**src/rtl/pipe_stage_reg_pkg.sv**
```systemverilog
// Shared pipeline definitions: stage-register state encoding, default bus widths,
// and the bit layout of the ID/EX payload.
package pipe_stage_reg_pkg;

    typedef enum logic [1:0] {
        ST_EMPTY = 2'd0,
        ST_ONE   = 2'd1,
        ST_TWO   = 2'd2
    } stage_state_t;

    localparam int CTRL_W_DEF = 6;
    localparam int DATA_W_DEF = 156;

    // ID/EX payload, LSB first: signed_imm, shift_operand, src2, src1, dest, exe_cmd, valRm, valRn, pc
    localparam int IDEX_IMM_LSB   = 0;
    localparam int IDEX_IMM_W     = 32;
    localparam int IDEX_SHOP_LSB  = 32;
    localparam int IDEX_SHOP_W    = 12;
    localparam int IDEX_SRC2_LSB  = 44;
    localparam int IDEX_SRC1_LSB  = 48;
    localparam int IDEX_DEST_LSB  = 52;
    localparam int IDEX_CMD_LSB   = 56;
    localparam int IDEX_REG_W     = 4;
    localparam int IDEX_VALRM_LSB = 60;
    localparam int IDEX_VALRN_LSB = 92;
    localparam int IDEX_PC_LSB    = 124;
    localparam int IDEX_WORD_W    = 32;

endpackage

```
**src/rtl/pipe_stage_reg.sv**
```systemverilog
// Pipeline stage register (2-entry skid or 1-entry), one-cycle latency, in order.
// Backpressure: skid mode stalls upstream only when full (no out_ready->in_ready path); 1-entry mode passes out_ready through.
module pipe_stage_reg
    import pipe_stage_reg_pkg::*;
#(
    parameter int CTRL_W  = CTRL_W_DEF,
    parameter int DATA_W  = DATA_W_DEF,
    parameter bit SKID_EN = 1'b1
) (
    input  logic              clk,
    input  logic              rst_n,
    input  logic              flush,
    input  logic              in_valid,
    output logic              in_ready,
    input  logic [CTRL_W-1:0] in_ctrl,
    input  logic [DATA_W-1:0] in_data,
    output logic              out_valid,
    input  logic              out_ready,
    output logic [CTRL_W-1:0] out_ctrl,
    output logic [DATA_W-1:0] out_data,
    output logic [1:0]        occupancy
);

    stage_state_t      state_q, state_d;
    logic [CTRL_W-1:0] head_ctrl_q, head_ctrl_d;
    logic [CTRL_W-1:0] skid_ctrl_q, skid_ctrl_d;
    logic [DATA_W-1:0] head_data_q, head_data_d;
    logic [DATA_W-1:0] skid_data_q, skid_data_d;
    logic              in_fire, out_fire;

    always_comb begin
        if (SKID_EN) in_ready = (state_q != ST_TWO);
        else         in_ready = (state_q == ST_EMPTY) | out_ready;
    end

    assign out_valid = (state_q != ST_EMPTY);
    assign out_ctrl  = out_valid ? head_ctrl_q : '0;
    assign out_data  = head_data_q;
    assign occupancy = state_q;
    assign in_fire   = in_valid & in_ready;
    assign out_fire  = out_valid & out_ready;

    always_comb begin
        state_d     = state_q;
        head_ctrl_d = head_ctrl_q;
        head_data_d = head_data_q;
        skid_ctrl_d = skid_ctrl_q;
        skid_data_d = skid_data_q;
        if (flush) begin
            state_d     = ST_EMPTY;
            head_ctrl_d = '0;
            skid_ctrl_d = '0;
        end else begin
            case (state_q)
                ST_EMPTY: begin
                    if (in_fire) begin
                        state_d     = ST_ONE;
                        head_ctrl_d = in_ctrl;
                        head_data_d = in_data;
                    end
                end
                ST_ONE: begin
                    if (in_fire && out_fire) begin
                        head_ctrl_d = in_ctrl;
                        head_data_d = in_data;
                    end else if (in_fire && SKID_EN) begin
                        state_d     = ST_TWO;
                        skid_ctrl_d = in_ctrl;
                        skid_data_d = in_data;
                    end else if (out_fire) begin
                        state_d     = ST_EMPTY;
                        head_ctrl_d = '0;
                    end
                end
                ST_TWO: begin
                    // in_ready is low here, so only a pop can happen
                    if (out_fire) begin
                        state_d     = ST_ONE;
                        head_ctrl_d = skid_ctrl_q;
                        head_data_d = skid_data_q;
                        skid_ctrl_d = '0;
                    end
                end
                default: begin
                    state_d     = ST_EMPTY;
                    head_ctrl_d = '0;
                    skid_ctrl_d = '0;
                end
            endcase
        end
    end

    always_ff @(posedge clk or negedge rst_n) begin
        if (!rst_n) begin
            state_q     <= ST_EMPTY;
            head_ctrl_q <= '0;
            skid_ctrl_q <= '0;
        end else begin
            state_q     <= state_d;
            head_ctrl_q <= head_ctrl_d;
            skid_ctrl_q <= skid_ctrl_d;
        end
    end

    // Payload is only meaningful alongside a valid state, so it carries no reset
    always_ff @(posedge clk) begin
        head_data_q <= head_data_d;
        skid_data_q <= skid_data_d;
    end

endmodule

```
**config.mk**
```make
export PLATFORM = sky130hd
export DESIGN_NAME = pipe_stage_reg
export DESIGN_NICKNAME = d
export VERILOG_FILES = /design/src/rtl/pipe_stage_reg_pkg.sv /design/src/rtl/pipe_stage_reg.sv
export SDC_FILE = /design/constraint.sdc
export NUM_CORES = 1
export LEC_CHECK = 0
export BUFFER_PORTS_ARGS = -buffer_cell sky130_fd_sc_hd__buf_2
export CAP_MARGIN = 20
export CORE_MARGIN = 1
export CORE_UTILIZATION = 56
export DETAILED_ROUTE_END_ITERATION = 8
export PLACE_DENSITY = 0.83
export RECOVER_POWER = 50
export SYNTH_ARGS = -nofsm -noshare
export SYNTH_HDL_FRONTEND = slang
export SYNTH_SLANG_ARGS = --single-unit
```
**constraint.sdc**
```tcl
create_clock -name clk -period 13.5 [get_ports clk]
set_input_delay 1.35 -clock clk [delete_from_list [all_inputs] [get_ports clk]]
set_output_delay 1.35 -clock clk [all_outputs]
set_load 0.05 [all_outputs]
```
# Word-level counts from Yosys, hierarchy flattened
# Index checks and enable logic that the tools add are counted.
# word_totals
reg_bits,326
latch_bits,0
mem_bits_rw,0
romBits,0
in_bits,167
memories,0
# classes
n_addsub,0
mul,0
div_mod_pow,0
n_lt_le_gt_ge,0
eq_ne,14
shift,0
mux,22
n_bitwise,4
reduce_logical,9
# ops
operator,count
$mux W156,3
$pmux W156 S3,1
$mux W6,9
$pmux W6 S3,2
$reduce_and A4 Y1,4
$mux W2,6
$ne A3 B3 Y1 const B,4
$ne A4 B4 Y1 const B,3
$ne A2 B2 Y1 const B,5
$pmux W2 S3,1
$reduce_and A5 Y1,1
$reduce_bool A3 Y1,1
$and A1 B1 Y1,2
$eq A2 B1 Y1 const B,1
$eq A2 B2 Y1 const B,1
$logic_not A2 Y1,1
$not A1 Y1,2
$reduce_bool A2 Y1,1
$logic_and A1 B1 Y1,1

# Depth between registers and ports, before layout
# logic_depth
depth_word,7
mapped_depth,7
depth_no_buf,4

# Worst setup path after synthesis
# Ideal clock, no wire load.
# synth_path
path_kind,input to register
start,input in_valid
end,register head_data_q[0] (netlist: out_data[0]) (enable)
setup_ns,0.723
arrival_ns,9.146
setup_slack_ns,3.631
stages,3
n_path_buf,0
cell_sequence,and2b_4 > nand2b_1 > a21oi_1
# synth_between
elab_chain_len,4
word_cells_on_any_way,5
cone_classes,eq/ne: 2; bitwise: 1; reduce/logical: 2
# synth_lines
element,line,source
"start, declared",pipe_stage_reg.sv:13,"input logic in_valid,"
$and A1 B1 Y1 (*),pipe_stage_reg.sv:40,assign in_fire = in_valid & in_ready;
$logic_and A1 B1 Y1,pipe_stage_reg.sv:63,if (in_fire && out_fire) begin
$ne A2 B2 Y1 (no source line),-,
$reduce_and A5 Y1 (no source line) (*),-,
"end signal, assigned",pipe_stage_reg.sv:107,head_data_q <= head_data_d;
"end, declared",pipe_stage_reg.sv:27,"logic [DATA_W-1:0] head_data_q, head_data_d;"
# Every way passes the cells marked *; elsewhere a longest branch is shown, timed or not.
# A chain may end at the register's enable or synchronous reset.

# Worst setup path in the final report
# layout_path
start,register state_q[1] (netlist: occupancy[1])
end,output in_ready
# layout_between
elab_chain_len,1
# layout_lines
element,line,source
"start, declared",pipe_stage_reg.sv:24,"stage_state_t state_q, state_d;"
"start signal, assigned",pipe_stage_reg.sv:99,state_q <= state_d;
$ne A2 B2 Y1,pipe_stage_reg.sv:32,if (SKID_EN) in_ready = (state_q != ST_TWO);
"end, declared",pipe_stage_reg.sv:14,"output logic in_ready,"
# Every way passes these cells.

==> impl_metrics.ini <==
[clock_network]
tritoncts = done
clkLatencyLatePin_ps = 490
clock_sinks = 326
cts_buffer_depth = 3
cts_resized = 0
cts_root_buf = clkbuf_16
post_cts_buffers = 0
numCtsBuffers = 34
hold_buffers = 0
cts_max_level = 2
clk_pin_slew_ps = 60

[placement]
dp_cells = 1473
place_hpwl_um = 17300
pre_cts_ws_ps = 9160
place_congestion = 0.820
port_buffers = 332

[synth]
synth-xor-area-share = 0.000720
synth_top_family_by_area = simple AND/OR/NAND/NOR gates
synth_nets = 1067
ys.warnings.count = 0
syn-cell-area_mm2 = 0.0122
synth.area.mux_share = 0.0107
avgSynthCellArea_um2 = 13.5
synth_cells = 900
yosysSeqAreaShare = 0.799
synth_compound_area_frac = 0.0145
synthAdderAreaFrac = 0
synth.distinct_cells = 28
synth_seq_cells = 326
synth-simple-area-share = 0.157

[drt]
routedWlPerCell_um = 17.5
wl_um = 26700
dr.pass1.iters = 5
vias_per_cell = 5.13
initialDrtViolationCount = 607
antenna_left = 0
drcViolationCount = 0
vias = 7856

[timing]
slew_viol_final = 168
tns_ps = 0
hold_ws_ps = 498
worstMarginPinSlew_ps = 3770
fin_skew_ps = 8.65
relSlewSlack = -1.51
layout_setup_ws_ps = 6400
period_minus_slack_ps = 7100
setup_viol = 0
final_hold_viol_count = 0
grt_setup_unrepaired = no
fmax_mhz = 141
finalCritPeriodShare = 0.526

[grt]
grt_antenna_before_repair = 2
grt_usage = 0.232
grt_pass1_wl_um = 39200
grt_max_degree = 94
grt_pass1_vias = 7536
grt.overflow.total = 0

[setup_path]
cp-start-kind = flop
end_kind = output pin
r2r_slack_ps = 6890
required_ps = 12150
cp_slowest_cell = clkbuf_1
crit_type = reg2out
crit_arrival_ps = 5750
worstPathMaxFanout = 86
max_stage_delay_ps = 2620
reg2regPathDepth = 6
r2r-end = out_data[132]
worstPathCellList = nor2b_1 -> clkbuf_1 -> inv_4 -> buf_2
r2r-start = occupancy[1]

[finish]
multi_input_comb_area_mm2 = 0.00223
fin_nets = 1401
fillers = 1634
final_common_cell = nand2_1
antenna_cells = 0
layoutNonFillerInstCount = 1530
drive_gt1_frac = 0.0845
layout_common_cells = 476 x nand2_1, 312 x edfxtp_1, 284 x clkbuf_1
regArea_mm2 = 0.00972
area_delta_synth_final_pct = 21.1

[job]
maxCapViolations = 2

[pwr]
p_leak_nw = 5.65
peakVddDrop_uv = 95.4
p_per_area_mw_per_mm2 = 155

[floorplan]
core_area_mm2 = 0.0212
die_h_um = 149
ios = 333
row_count = 53
design.die.area_mm2 = 0.0223
start_util = 0.575
die_w_um = 149

[worst_hold_path]
hold_class = reg2reg
min_to = out_data[154]
hold_path_depth = 2
hold_start = skid_data_q[154]

[run_status]
violations = max-capacitance violations, max-slew violations
outcome = complete, but fails checks
-- how the worst max path moves through the flow --
stage | from | slack, ps | cells after the start | endpoint
6_report | occupancy[1] | 6400 | 4 | in_ready
5_1_grt | occupancy[1] | 5890 | 4 | in_ready
4_1_cts | occupancy[1] | 9090 | 4 | in_ready
3_5_place_dp | occupancy[1] | 9160 | 6 | out_data[96]
3_3_place_gp | occupancy[1] | 9300 | 6 | out_data[147]
2_1_floorplan | in_valid | 3630 | 3 | out_data[0]
-- routing by layer --
metal / part of all wire / GRT usage
met5: 0.00049 / 0
met1: 0.38 / 0.288
met4: 0.029 / 0.0923
met2: 0.50 / 0.391
met3: 0.091 / 0.0576
-- worst max-delay path, delay by kind of cell, from the launching register on --
family,cells,cell delay (ps)
buffers and inverters,3,4220
AND/OR/NAND/NOR,1,200
flip-flops,1,720
-- Yosys cell counts --
cell type | instances | area share
nand2b_1 | 1 | 0.00051
and2b_4 | 1 | 0.00082
nand2_1 | 476 | 0.15
and2_1 | 7 | 0.0036
inv_1 | 6 | 0.0019
a21o_1 | 1 | 0.00062
xor2_1 | 1 | 0.00072
dfrtp_1 | 14 | 0.029
buf_2 | 35 | 0.014
and3_1 | 1 | 0.00051
a21oi_1 | 1 | 0.00041
mux2i_1 | 13 | 0.011
nor2b_1 | 2 | 0.0010
edfxtp_1 | 312 | 0.77
o21a_1 | 1 | 0.00062
or2_1 | 1 | 0.00051
nor2_4 | 1 | 0.00093
o22a_1 | 1 | 0.00072
nor3b_2 | 1 | 0.0010
inv_2 | 1 | 0.00031
nor2_1 | 3 | 0.00093
o31ai_4 | 1 | 0.0017
a21oi_4 | 1 | 0.0013
o21ai_1 | 1 | 0.00041
clkbuf_1 | 4 | 0.0012
a22o_1 | 6 | 0.0043
o2bb2ai_1 | 6 | 0.0043
buf_6 | 1 | 0.00093
-- sequential cells by signal, indices dropped and copies added, names as in the netlist --
| signal | cells |
|---|---|
| out_data | 156 |
| skid_data_q | 156 |
| head_ctrl_q | 6 |
| skid_ctrl_q | 6 |
| occupancy | 2 |
-- metrics by stage --
stage	total power, mW	cell area [um2]	util
global route	2.36	14700	0.697
CTS	2.31	15100	0.714
detailed placement	1.43	14000	0.664
finish	2.29	14700	0.697
global placement	1.42	14000	0.664
floorplan	1.36	12200	-
-- report_power, final --
part / internal [mW] / switching (mW)
Sequential: 1.16 / 0.0142
Combinational: 0.0441 / 0.181
Clock: 0.532 / 0.356
Total: 1.73 / 0.551
-- cell type report --
class                   count  area share
clock buffers              41      0.0638
clock inverters            16     0.00858
inverters                   7     0.00195
multi-input cells         527       0.151
flip-flops and latches    326       0.660
well taps                 275      0.0233
repair buffers            338      0.0917
-- cells by family after synthesis --
kind of cell / after synthesis
simple gates: 494
flops: 326
buf+inv: 47
compound gates: 19
mux: 13
xor+xnor: 1
Power figures use the tool's default switching activity.
